[src/rtl/fetch_pkg.sv]
// Shared definitions for the fetch stage: IR field positions, branch encodings, FSM states.
package fetch_pkg;

  localparam int OPC_HI  = 31;
  localparam int OPC_LO  = 26;
  localparam int RS_HI   = 25;
  localparam int RS_LO   = 22;
  localparam int RT_HI   = 21;
  localparam int RT_LO   = 18;
  localparam int RD_HI   = 17;
  localparam int RD_LO   = 14;
  localparam int FUNC_HI = 3;
  localparam int FUNC_LO = 0;
  localparam int IMM_HI  = 17;
  localparam int IMM_LO  = 0;
  localparam int BOFF_HI = 25;
  localparam int BOFF_LO = 0;

  // Codes 6 and 7 are reserved and resolve to not-taken.
  typedef enum logic [2:0] {
    BR_NONE = 3'd0,
    BR_ALW  = 3'd1,
    BR_Z    = 3'd2,
    BR_NZ   = 3'd3,
    BR_N    = 3'd4,
    BR_P    = 3'd5
  } br_op_t;

  typedef enum logic [1:0] {
    ST_IDLE = 2'd0,
    ST_REQ  = 2'd1,
    ST_WAIT = 2'd2
  } fetch_state_t;

  function automatic logic [31:0] boff_sext(input logic [31:0] ir);
    return {{(31 - BOFF_HI){ir[BOFF_HI]}}, ir[BOFF_HI:BOFF_LO]};
  endfunction

endpackage

[src/rtl/branch_resolve.sv]
// Combinational branch condition evaluation from br_op and the ALU flags.
module branch_resolve
  import fetch_pkg::*;
(
  input  logic [2:0] br_op,
  input  logic       flag_z,
  input  logic       flag_n,
  output logic       taken
);

  always_comb begin
    taken = 1'b0;
    case (br_op)
      BR_ALW:  taken = 1'b1;
      BR_Z:    taken = flag_z;
      BR_NZ:   taken = ~flag_z;
      BR_N:    taken = flag_n;
      BR_P:    taken = ~flag_n;
      default: taken = 1'b0;
    endcase
  end

endmodule

[src/rtl/fetch_unit.sv]
// Instruction fetch stage: PC, IR, req/valid memory fetch FSM and branch PC update.
// Optional pc bounds check compiled in with `define FETCH_BOUNDS_CHK_EN.
module fetch_unit
  import fetch_pkg::*;
#(
  parameter int          AW         = 10,
  parameter int unsigned RESET_PC   = 0,
  parameter int unsigned IMEM_DEPTH = 1024
) (
  input  logic          clk,
  input  logic          rst,
  input  logic          fetch_req,
  input  logic          inc_pc,
  input  logic [2:0]    br_op,
  input  logic          flag_z,
  input  logic          flag_n,
  input  logic          halt,
  output logic          imem_req,
  output logic [AW-1:0] imem_addr,
  input  logic [31:0]   imem_rdata,
  input  logic          imem_valid,
  output logic          ir_valid,
  output logic          busy,
  output logic [AW-1:0] pc,
  output logic [5:0]    opcode,
  output logic [3:0]    rs,
  output logic [3:0]    rt,
  output logic [3:0]    rd,
  output logic [3:0]    func,
  output logic [17:0]   imm,
  output logic          fault
);

  fetch_state_t  state_reg;
  logic [AW-1:0] pc_reg;
  logic [AW-1:0] pc_next;
  logic [AW-1:0] boff;
  logic [31:0]   ir_reg;
  logic          ir_valid_reg;
  logic          imem_req_reg;
  logic [AW-1:0] imem_addr_reg;
  logic          taken;
  logic          bounds_err;
  logic          fault_blk;
  logic          start_fetch;

  branch_resolve u_branch_resolve (
    .br_op  (br_op),
    .flag_z (flag_z),
    .flag_n (flag_n),
    .taken  (taken)
  );

  // Offset is sign-extended then truncated, so branch targets wrap modulo 2^AW.
  assign boff = AW'(boff_sext(ir_reg));

  always_comb begin
    pc_next = pc_reg;
    if (inc_pc) begin
      if (taken) pc_next = pc_reg + AW'(1) + boff;
      else       pc_next = pc_reg + AW'(1);
    end
  end

`ifdef FETCH_BOUNDS_CHK_EN
  logic fault_reg;

  assign bounds_err = (32'(pc_next) >= 32'(IMEM_DEPTH));
  assign fault_blk  = fault_reg;
  assign fault      = fault_reg;

  always_ff @(posedge clk) begin
    if (rst) begin
      fault_reg <= 1'b0;
    end else if (state_reg == ST_IDLE && fetch_req && !halt && bounds_err) begin
      fault_reg <= 1'b1;
    end
  end
`else
  assign bounds_err = 1'b0;
  assign fault_blk  = 1'b0;
  assign fault      = 1'b0;

  // IMEM_DEPTH only matters to the bounds check; addresses simply alias here.
  if (IMEM_DEPTH == 0) begin : g_zero_depth
  end
`endif

  // The fetch address comes from pc_next so a same-cycle inc_pc is honoured.
  assign start_fetch = (state_reg == ST_IDLE) && fetch_req && !halt && !fault_blk && !bounds_err;

  always_ff @(posedge clk) begin
    if (rst) begin
      state_reg     <= ST_IDLE;
      pc_reg        <= AW'(RESET_PC);
      ir_reg        <= '0;
      ir_valid_reg  <= 1'b0;
      imem_req_reg  <= 1'b0;
      imem_addr_reg <= '0;
    end else begin
      pc_reg       <= pc_next;
      imem_req_reg <= 1'b0;
      if (inc_pc) ir_valid_reg <= 1'b0;
      case (state_reg)
        ST_IDLE: begin
          if (start_fetch) begin
            state_reg     <= ST_REQ;
            imem_req_reg  <= 1'b1;
            imem_addr_reg <= pc_next;
          end
        end
        ST_REQ: state_reg <= ST_WAIT;
        ST_WAIT: begin
          if (imem_valid) begin
            ir_reg       <= imem_rdata;
            ir_valid_reg <= 1'b1;
            state_reg    <= ST_IDLE;
          end
        end
        default: state_reg <= ST_IDLE;
      endcase
    end
  end

  assign imem_req  = imem_req_reg;
  assign imem_addr = imem_addr_reg;
  assign ir_valid  = ir_valid_reg;
  assign busy      = (state_reg != ST_IDLE);
  assign pc        = pc_reg;
  assign opcode    = ir_reg[OPC_HI:OPC_LO];
  assign rs        = ir_reg[RS_HI:RS_LO];
  assign rt        = ir_reg[RT_HI:RT_LO];
  assign rd        = ir_reg[RD_HI:RD_LO];
  assign func      = ir_reg[FUNC_HI:FUNC_LO];
  assign imm       = ir_reg[IMM_HI:IMM_LO];

endmodule
[config.mk]
export PLATFORM = sky130hd
export DESIGN_NAME = fetch_unit
export DESIGN_NICKNAME = d
export VERILOG_FILES = /design/src/rtl/fetch_pkg.sv /design/src/rtl/branch_resolve.sv /design/src/rtl/fetch_unit.sv
export SDC_FILE = /design/constraint.sdc
export NUM_CORES = 1
export LEC_CHECK = 0
export ABC_AREA = 1
export ABC_CLOCK_PERIOD_IN_PS = 2400
export CELL_PAD_IN_SITES_DETAIL_PLACEMENT = 1
export CELL_PAD_IN_SITES_GLOBAL_PLACEMENT = 1
export CORE_MARGIN = 4
export CORE_UTILIZATION = 27
export CTS_CLUSTER_SIZE = 24
export DETAILED_ROUTE_END_ITERATION = 10
export GPL_TIMING_DRIVEN = 0
export PLACE_DENSITY = 0.77
export REMOVE_ABC_BUFFERS = 1
export SETUP_SLACK_MARGIN = 0.2
export SLEW_MARGIN = 5
export SYNTH_ARGS = -nofsm -noshare
export SYNTH_HDL_FRONTEND = slang
export SYNTH_SLANG_ARGS = --single-unit
export TNS_END_PERCENT = 50
[constraint.sdc]
create_clock -name clk -period 2.4 [get_ports clk]
set_input_delay 0.6 -clock clk [delete_from_list [all_inputs] [get_ports clk]]
set_output_delay 0.6 -clock clk [all_outputs]
set_load 0.02 [all_outputs]
==> flow_summary.ini, run 1 <==
[yosys]
synth_warnings = 0
yosysSeqAreaShare = 0.4103
postSynthCellCount = 382
syn-cell-area_sq_um = 2733
synth.area.top_cells = dfxtp_1 41%, nor2_1 12%, o21ai_0 7.7%, nand2_1 6.6%, ha_1 4.6%
synth.distinct_cells = 32
synthAdderAreaFrac = 0.05311
synthSimpleGateAreaFrac = 0.2431
synth_compound_area_frac = 0.1635
synth_top_area_frac = 0.4103
synth_top_family_by_area = simple AND/OR/NAND/NOR gates
ys_seq_elements = 56
syn_area_per_cell_sq_um = 7.153
yosys.area.top_type = dfxtp_1
synthMuxAreaShare = 0
synth-xor-area-share = 0.03526

[hold_path]
holdPathStages = 2
min_path_type = reg2reg
min_from = ir_valid
hold-path-endpoint = ir_valid

[global_routing]
grt_use_met2 = 0.3023
grt.total_usage = 0.1631
overflow = 0
grt_pass1_vias = 3175
grt_pass1_wl_um = 15200
grt_use_met3 = 0.03224
use_met1 = 0.1854
grt.busiest_layer = met2
grt_max_degree = 35
antenna_found_initial = 0

[cells_and_area]
largest_reg_flops = 32
area_delta_synth_final_pct = 58.15
num_antenna_cells = 0
stdcell_count = 615
regArea_sq_um = 1135
drive_gt1_frac = 0.1515
fin_util = 0.4401
finish.net_count = 535
n_fill_cell = 1218
multi_input_area_sq_um = 1618

[power]
pwr-share-comb = 0.233
peakVddDrop_v = 0.0002537
p_leak_nw = 1.782
total_power_mw = 2.223
p_sw_mw = 0.6310
intPower_mw = 1.592
p_seq_frac = 0.458
pwr-share-clk = 0.309
sw_frac_of_total = 0.2838
p_per_area_nw_per_um2 = 514.4

[timing]
slew_headroom = 0.6246
timing.final.crit_share = 0.9724
fin_crit_ns = 2.334
fmax_mhz = 428.5
setup_violations = 0
clock_skew_ns = 0.004803
final.setup.worst_slack_ns = 0.06622
tightest_slew_ns = 0.5630
tns_ns = 0
finalHoldViolCount = 0
slew_viol_final = 0
rsz0062_at_grt = yes

[routing]
drt_iter0_drc = 77
wl_per_cell_um = 15.77
num_vias = 2935
wirelength_um = 9699
avgViaCountPerCell = 4.772
drcViolationCount = 0
antenna_left = 0
dr.pass1.iters = 4

[clock_tree]
htree_levels = 2
numCtsBuffers = 5
ctsHoldBuffers = 0
cts_buffer_depth = 2
root_buffer = clkbuf_8
cts_tree = yes
path_clk_slew_ns = 0.10
cts_sinks = 56
insertion_delay_ns = 0.31

[floorplanning]
dieArea_sq_um = 11790
fp-row-count = 36
start_util = 0.2783
core_sq_um = 9819
io-pin-count = 107
die_y_um = 108.6
fp.dieW_um = 108.6

[critical_path]
worstRegToRegCells = 17
worstPathMaxFanout = 3
reg2reg_slack_ns = 0.07
crit_arrival_ns = 2.55
cp-end-kind = flop
critPathKind = reg2reg
r2r_end = imem_addr[9]
cp-start-kind = flop
timing.rr.start = pc[1]
required_ns = 2.62

[placement]
port_buffers = 105
dp_slack_ns = -0.9969
gp_congestion = 0.8119
dpl.hpwl_um = 6593
placedCellCount = 597

[run]
drv_cap = 0

[run_status]
run_status = complete, no violations
[layer usage]
metal	wire length [um]	part of all wire	up-vias
met5	0	0	-
li1	-	-	1421
met2	5146	0.53	78
met1	3834	0.40	1422
met4	206	0.021	0
met3	512	0.053	14
[critical path: stages (launching register included)]
cell and delay (ns):
dfxtp_4 0.38, ha_4 0.15, nand3_4 0.07, nor2_4 0.12
nand3b_1 0.14, xor2_2 0.20, ha_4 0.30, nand2_4 0.06
nor2_4 0.13, nand3_2 0.11, nand3_2 0.10, nand2_2 0.06
nand3_1 0.10, nand2_1 0.07, nand3_2 0.07, nand3_2 0.08
nand2_1 0.06, inv_1 0.03
[area by class of cell]
cell class | count | area share
Multi-Input combinational cell | 270 | 0.3743
Tap cell | 133 | 0.03851
Sequential cell | 56 | 0.2626
Timing Repair inverter | 2 | 0.003474
Inverter | 31 | 0.02895
Clock buffer | 7 | 0.02229
Timing Repair Buffer | 115 | 0.2629
Clock inverter | 1 | 0.006948
[logic make-up (layout without fill, tap and decap cells)]
group	count (synthesis)	count (layout)
AO/OA/AOI/OAI	85	85
XOR/XNOR	11	11
adder cells (fa/ha/maj)	11	11
buffers and inverters	56	156
flip-flops	56	56
other	1	1
AND/OR/NAND/NOR	162	162
[through the flow]
step	hold slack [ns]	instance area, sq um
after floorplan	0.5004	2594
after global placement	0.4576	3811
after detailed placement	0.4665	3841
after CTS	0.4844	4138
after global routing	0.5231	4322
final	0.4793	4322
[power by group through the flow]
stage / Clock [mW] / Sequential [mW] / Combinational, mW
CTS: 0.715 / 1.02 / 0.489
global placement: 0 / 1.03 / 0.439
finish: 0.688 / 1.02 / 0.517
detailed placement: 0 / 1.03 / 0.455
floorplan: 0 / 1.09 / 0.165
global route: 0.748 / 1.03 / 0.562
[repair_timing]
action / 4_1_cts / 5_1_grt
gates cloned: 2 / 0
resized for setup: 29 / 36
setup buffers: 5 / 3
endpoints found under the setup margin: 47 / 48
pin swaps: 16 / 17
[cell usage in the layout (no fill, tap or decap), types with 4 or more instances in the layout]
| cell | netlist | final |
|---|---|---|
| nor2_4 | 0 | 4 |
| nand2_1 | 48 | 40 |
| clkdlybuf4s50_1 | 0 | 104 |
| nand3_2 | 0 | 4 |
| inv_2 | 0 | 4 |
| xnor2_1 | 5 | 4 |
| a21oi_1 | 23 | 20 |
| nor2_1 | 87 | 84 |
| inv_1 | 30 | 25 |
| nand2_2 | 4 | 10 |
| nand3_1 | 11 | 6 |
| o21ai_0 | 42 | 40 |
| ha_4 | 0 | 7 |
| clkbuf_8 | 0 | 7 |
| nand4_1 | 4 | 4 |
| dfxtp_1 | 56 | 51 |
| buf_4 | 10 | 7 |
| o21ai_1 | 10 | 12 |
[Yosys cell counts, drive strengths merged]
| master | count |
|---|---|
| o21a | 1 |
| conb | 1 |
| xor2 | 6 |
| a21o | 1 |
| a31oi | 3 |
| o21ai | 52 |
| clkinv | 1 |
| o22ai | 1 |
| xnor2 | 5 |
| nand3 | 11 |
| dfxtp | 56 |
| o21bai | 1 |
| a21oi | 24 |
| ha | 10 |
| fa | 1 |
| nor2 | 90 |
| inv | 30 |
| nand3b | 1 |
| or2 | 1 |
| nand2 | 52 |
| nand4 | 4 |
| buf | 17 |
| o211ai | 2 |
| nor3 | 3 |
| clkbuf | 8 |
[worst max-delay path by stage]
stage	from	to	slack, ns	depth (start not counted)
2_1_floorplan	imem_valid	ir_reg[9]	-0.39	5
4_1_cts	pc[0]	imem_addr[9]	0.08	16
6_report	pc[1]	imem_addr[9]	0.07	17
5_1_grt	pc[0]	imem_addr[8]	-0.17	12
3_5_place_dp	imem_valid	ir_reg[9]	-1.0	7
3_3_place_gp	imem_valid	ir_reg[9]	-2.47	6
No activity file was read; power rests on OpenSTA's default activity.
==> run 2: changes to the inputs <==
--- a/config.mk
+++ b/config.mk
@@ -14,7 +14,7 @@
 export CTS_CLUSTER_SIZE = 24
 export DETAILED_ROUTE_END_ITERATION = 10
 export GPL_TIMING_DRIVEN = 0
-export PLACE_DENSITY = 0.77
+export PLACE_DENSITY_LB_ADDON = 0.1
 export REMOVE_ABC_BUFFERS = 1
 export SETUP_SLACK_MARGIN = 0.2
 export SLEW_MARGIN = 5
==> flow_summary.ini, run 2 (synthesized netlist as in run 1, its figures left out) <==
[critical_path]
crit_family = simple AND/OR/NAND/NOR gates
cp-end-kind = flop
cp_common_cell = nand2_1
max_stage_delay_ns = 0.37
cp-start-kind = flop
cpMaxStageDelayCell = dfxtp_2
worstPathMaxFanout = 3
required_ns = 2.65
crit_arrival_ns = 2.56
critPathKind = reg2reg
reg2reg_slack_ns = 0.09
r2r_end = imem_addr[8]
timing.rr.start = pc[1]
cp_num_buf_inv = 3
path_cells = buf_4, nand2_2, nor3_4, xor2_2, ha_1, buf_4, nand2_1, inv_1, nand4_1, nand2_1, nand2_1, nand2_1, o21ai_1, nand2_1, a21oi_1
worstRegToRegCells = 15

[cells_and_area]
n_fill_cell = 1250
area_delta_synth_final_pct = 57.28
stdcell_count = 617
finish.net_count = 537
regArea_sq_um = 1129
final_cell_mix = 104 x clkdlybuf4s50_1, 85 x nor2_1, 50 x dfxtp_1
multi_input_area_sq_um = 1620
drive_gt1_frac = 0.1612
num_antenna_cells = 0
fin_area_sq_um = 4298
largest_reg_flops = 32
fin_util = 0.4377
final_common_cell = clkdlybuf4s50_1

[timing]
finalHoldViolCount = 0
setup_violations = 0
final.setup.worst_slack_ns = 0.09166
clock_skew_ns = 0.004639
tns_ns = 0
tightest_slew_ns = 0.5367
slew_headroom = 0.6422
fmax_mhz = 433.2
fin_crit_ns = 2.308
timing.final.crit_share = 0.9618
fin_hold_ws_ns = 0.4779
slew_viol_final = 0
rsz0062_at_grt = yes

[power]
p_per_area_nw_per_um2 = 483.9
p_leak_nw = 1.819
total_power_mw = 2.080
peakVddDrop_v = 0.0002370

[global_routing]
use_met1 = 0.1915
overflow = 0
grt.total_usage = 0.1563
antenna_found_initial = 0
grt_pass1_vias = 2984
grt_pass1_wl_um = 14590
grt.busiest_layer = met2
grt_use_met2 = 0.2754
grt_max_degree = 35
grt_use_met3 = 0.03642

[placement]
dp_slack_ns = -0.8536
dpl.hpwl_um = 6361
dpl_cell_area_sq_um = 3841
gp_congestion = 0.7211
placedCellCount = 597
port_buffers = 105

[floorplanning]
core_sq_um = 9819
fp-row-count = 36
io-pin-count = 107
dieArea_sq_um = 11790
die_y_um = 108.6
start_util = 0.2783
fp.dieW_um = 108.6

[clock_tree]
numCtsBuffers = 5
cts_tree = yes
root_buffer = clkbuf_8
ctsHoldBuffers = 0
htree_levels = 2
insertion_delay_ns = 0.31
cts_sinks = 56
cts_buffer_depth = 2
path_clk_slew_ns = 0.10

[hold_path]
holdPathStages = 2
min_path_type = reg2reg
hold-path-endpoint = ir_valid
min_from = ir_valid

[routing]
drt_iter0_drc = 81
num_vias = 2824
dr.pass1.iters = 4
wirelength_um = 9002
antenna_left = 0
wl_per_cell_um = 14.59
drcViolationCount = 0
avgViaCountPerCell = 4.577

[run]
drv_cap = 0

[run_status]
run_status = complete, no violations
run 2: cell types whose count changed in the layout (fill, tap and decap cells not counted), sizes merged:
cell,delta
buf,+2
clkinvlp,+2
bufinv,-1
inv,-1
run 2: worst max-delay path by stage:
stage                from           end  slack [ns]  cells past startpoint
4_1_cts             pc[2]  imem_addr[9]        0.02                     17
3_5_place_dp   imem_valid     ir_reg[9]       -0.85                      6
6_report            pc[1]  imem_addr[8]        0.09                     15
2_1_floorplan  imem_valid     ir_reg[9]       -0.39                      5
5_1_grt             pc[1]  imem_addr[8]       -0.12                     15
3_3_place_gp   imem_valid     ir_reg[9]       -2.52                      6
run 2: area by class of cell:
type | instances | area share
clock buffers | 7 | 0.02009
clock inverters | 1 | 0.001747
inverters | 31 | 0.02999
multi-input cells | 270 | 0.3770
flip-flops and latches | 56 | 0.2626
well taps | 133 | 0.03872
repair buffers | 117 | 0.2670
repair inverters | 2 | 0.002911
run 2: routing by layer:
| layer | vias to the layer above | wire length [um] |
|---|---|---|
| li1 | 1418 | - |
| met1 | 1345 | 3872 |
| met2 | 55 | 4613 |
| met3 | 6 | 423 |
| met4 | 0 | 93 |
| met5 | - | 0 |
run 2: timing repair:
action,CTS,global route
buffers inserted,5,5
endpoints found under the setup margin,46,46
endpoints found under the hold margin,0,0
pin swaps,6,28
resized for setup,20,47
cloned,2,0
run 2: where the power goes:
group	switching [mW]	internal, mW	leakage, nW
combinational	0.267	0.250	1.32
sequential	0.0394	0.976	0.458
clock	0.311	0.236	0.0445
total	0.618	1.46	1.82
run 2: worst min-delay path, cell delays in order (launching register included):
cell     delay, ns
dfxtp_1       0.33
nand2_1       0.06
a21oi_1       0.05
==> run 3: changes to the inputs <==
--- a/config.mk
+++ b/config.mk
@@ -11,6 +11,7 @@
 export CELL_PAD_IN_SITES_GLOBAL_PLACEMENT = 1
 export CORE_MARGIN = 4
 export CORE_UTILIZATION = 27
+export CTS_BUF_LIST = sky130_fd_sc_hd__clkbuf_4 sky130_fd_sc_hd__clkbuf_8 sky130_fd_sc_hd__clkbuf_16
 export CTS_CLUSTER_SIZE = 24
 export DETAILED_ROUTE_END_ITERATION = 10
 export GPL_TIMING_DRIVEN = 0
==> flow_summary.ini, run 3 (synthesized netlist as in run 1, its figures left out) <==
[clock_tree]
cts_buffer_depth = 2
cts_tree = yes
numCtsBuffers = 5
insertion_delay_ns = 0.31
root_buffer = clkbuf_8
htree_levels = 2
path_clk_slew_ns = 0.10
cts_sinks = 56

[critical_path]
timing.rr.start = pc[1]
r2r_end = imem_addr[8]
reg2reg_slack_ns = 0.09
crit_arrival_ns = 2.56
worstPathMaxFanout = 3
critPathLaunch = pc[1]
critPathKind = reg2reg
required_ns = 2.65
worstRegToRegCells = 15
cp-end-kind = flop
cp-start-kind = flop

[routing]
drt_iter0_drc = 81
antenna_left = 0
drcViolationCount = 0
dr.pass1.iters = 4
num_vias = 2825
avgViaCountPerCell = 4.579
wl_per_cell_um = 14.62
wirelength_um = 9018

[timing]
slew_viol_final = 0
clock_skew_ns = 0.003727
setup_violations = 0
fmax_mhz = 433.2
tightest_slew_ns = 0.5352
fin_crit_ns = 2.308
rsz0062_at_grt = yes
tns_ns = 0
slew_headroom = 0.6432
final.setup.worst_slack_ns = 0.09166
timing.final.crit_share = 0.9618
finalHoldViolCount = 0

[power]
p_per_area_nw_per_um2 = 486.2
pwr-share-comb = 0.247
intPower_mw = 1.474
pwr-share-clk = 0.267
p_leak_nw = 1.822
sw_frac_of_total = 0.2954
p_seq_frac = 0.486
peakVddDrop_v = 0.0002434
p_sw_mw = 0.6177
total_power_mw = 2.091

[hold_path]
min_from = ir_valid
hold-path-endpoint = ir_valid
min_path_type = reg2reg
holdPathStages = 2

[floorplanning]
core_sq_um = 9819
die_y_um = 108.6
start_util = 0.2783
fp.dieW_um = 108.6
io-pin-count = 107
dieArea_sq_um = 11790
fp-row-count = 36

[run]
drv_cap = 0

[run_status]
run_status = complete, no violations

[cells_and_area]
final_cell_mix = 104 x clkdlybuf4s50_1, 85 x nor2_1, 50 x dfxtp_1
drive_gt1_frac = 0.1632
num_antenna_cells = 0
largest_reg_flops = 32
area_delta_synth_final_pct = 57.42
final_common_cell = clkdlybuf4s50_1
n_fill_cell = 1250
finish.net_count = 537

[placement]
gp_congestion = 0.7211
dp_slack_ns = -0.8536
port_buffers = 105
dpl.hpwl_um = 6361

[global_routing]
antenna_found_initial = 0
grt.total_usage = 0.1563
grt_pass1_vias = 2984
overflow = 0
grt_max_degree = 35
grt_pass1_wl_um = 14590
==> run 3: cell counts in the layout (fill, tap and decap cells not counted) <==
No cell type changed its count.
==> run 3: worst max-delay path by stage <==
stage                   endpoint  slack [ns]  cells past startpoint
floorplan              ir_reg[9]       -0.39                      5
global placement       ir_reg[9]       -2.52                      6
detailed placement     ir_reg[9]       -0.85                      6
CTS                 imem_addr[9]        0.02                     17
global route        imem_addr[8]       -0.12                     15
finish              imem_addr[8]        0.09                     15
==> run 3: power groups by stage <==
stage / combinational, mW / clock (mW) / sequential (mW)
after floorplan: 0.165 / 0 / 1.09
after global placement: 0.444 / 0 / 1.03
after detailed placement: 0.455 / 0 / 1.03
after CTS: 0.485 / 0.597 / 1.01
after global routing: 0.569 / 0.623 / 1.02
final: 0.517 / 0.558 / 1.02
==> run 3: through the flow <==
| step | hold WS (ns) | utilization | cell area, sq um | std cells |
|---|---|---|---|---|
| 6_report | 0.4779 | 0.4381 | 4302 | 617 |
| 3_5_place_dp | 0.4692 | 0.3912 | 3841 | 597 |
| 3_3_place_gp | 0.4570 | 0.3881 | 3811 | 595 |
| 5_1_grt | 0.5045 | 0.4381 | 4302 | 617 |
| 4_1_cts | 0.4872 | 0.4150 | 4075 | 612 |
| 2_1_floorplan | 0.5004 | - | 2594 | 357 |
==> run 3: layer usage <==
metal,wire [um],share of wire,vias up,global-route usage
li1,-,-,1419,-
met1,3893,0.43,1345,0.1915
met2,4609,0.51,55,0.2754
met3,422,0.047,6,0.03642
met4,93,0.010,0,0.03877
met5,0,0,-,0
==> run 3: area by class of cell <==
cell class	count	area (sq um)	share of cell area
inverter	31	128.9	0.02996
sequential	56	1129	0.2624
tap	133	166.4	0.03869
multi-input combinational	270	1620	0.3767
clock buffer	7	90.09	0.02094
timing repair buffer	117	1147	0.2667
timing repair inverter	2	12.51	0.002909
clock inverter	1	7.507	0.001745
==> run 3: timing repair <==
action | 4_1_cts | 5_1_grt
resized for setup | 20 | 47
endpoints found under the setup margin | 46 | 46
endpoints found under the hold margin | 0 | 0
buffers inserted | 5 | 5
cloned | 2 | 0
hold buffers | 0 | 0
pin swaps | 6 | 28
==> run 3: worst max-delay path, stage by stage, from the launching register on <==
cell,delay [ns]
dfxtp_2,0.37
buf_4,0.14
nand2_2,0.09
nor3_4,0.22
xor2_2,0.20
ha_1,0.31
buf_4,0.17
nand2_1,0.05
inv_1,0.06
nand4_1,0.09
nand2_1,0.07
nand2_1,0.06
nand2_1,0.05
o21ai_1,0.13
nand2_1,0.11
a21oi_1,0.13
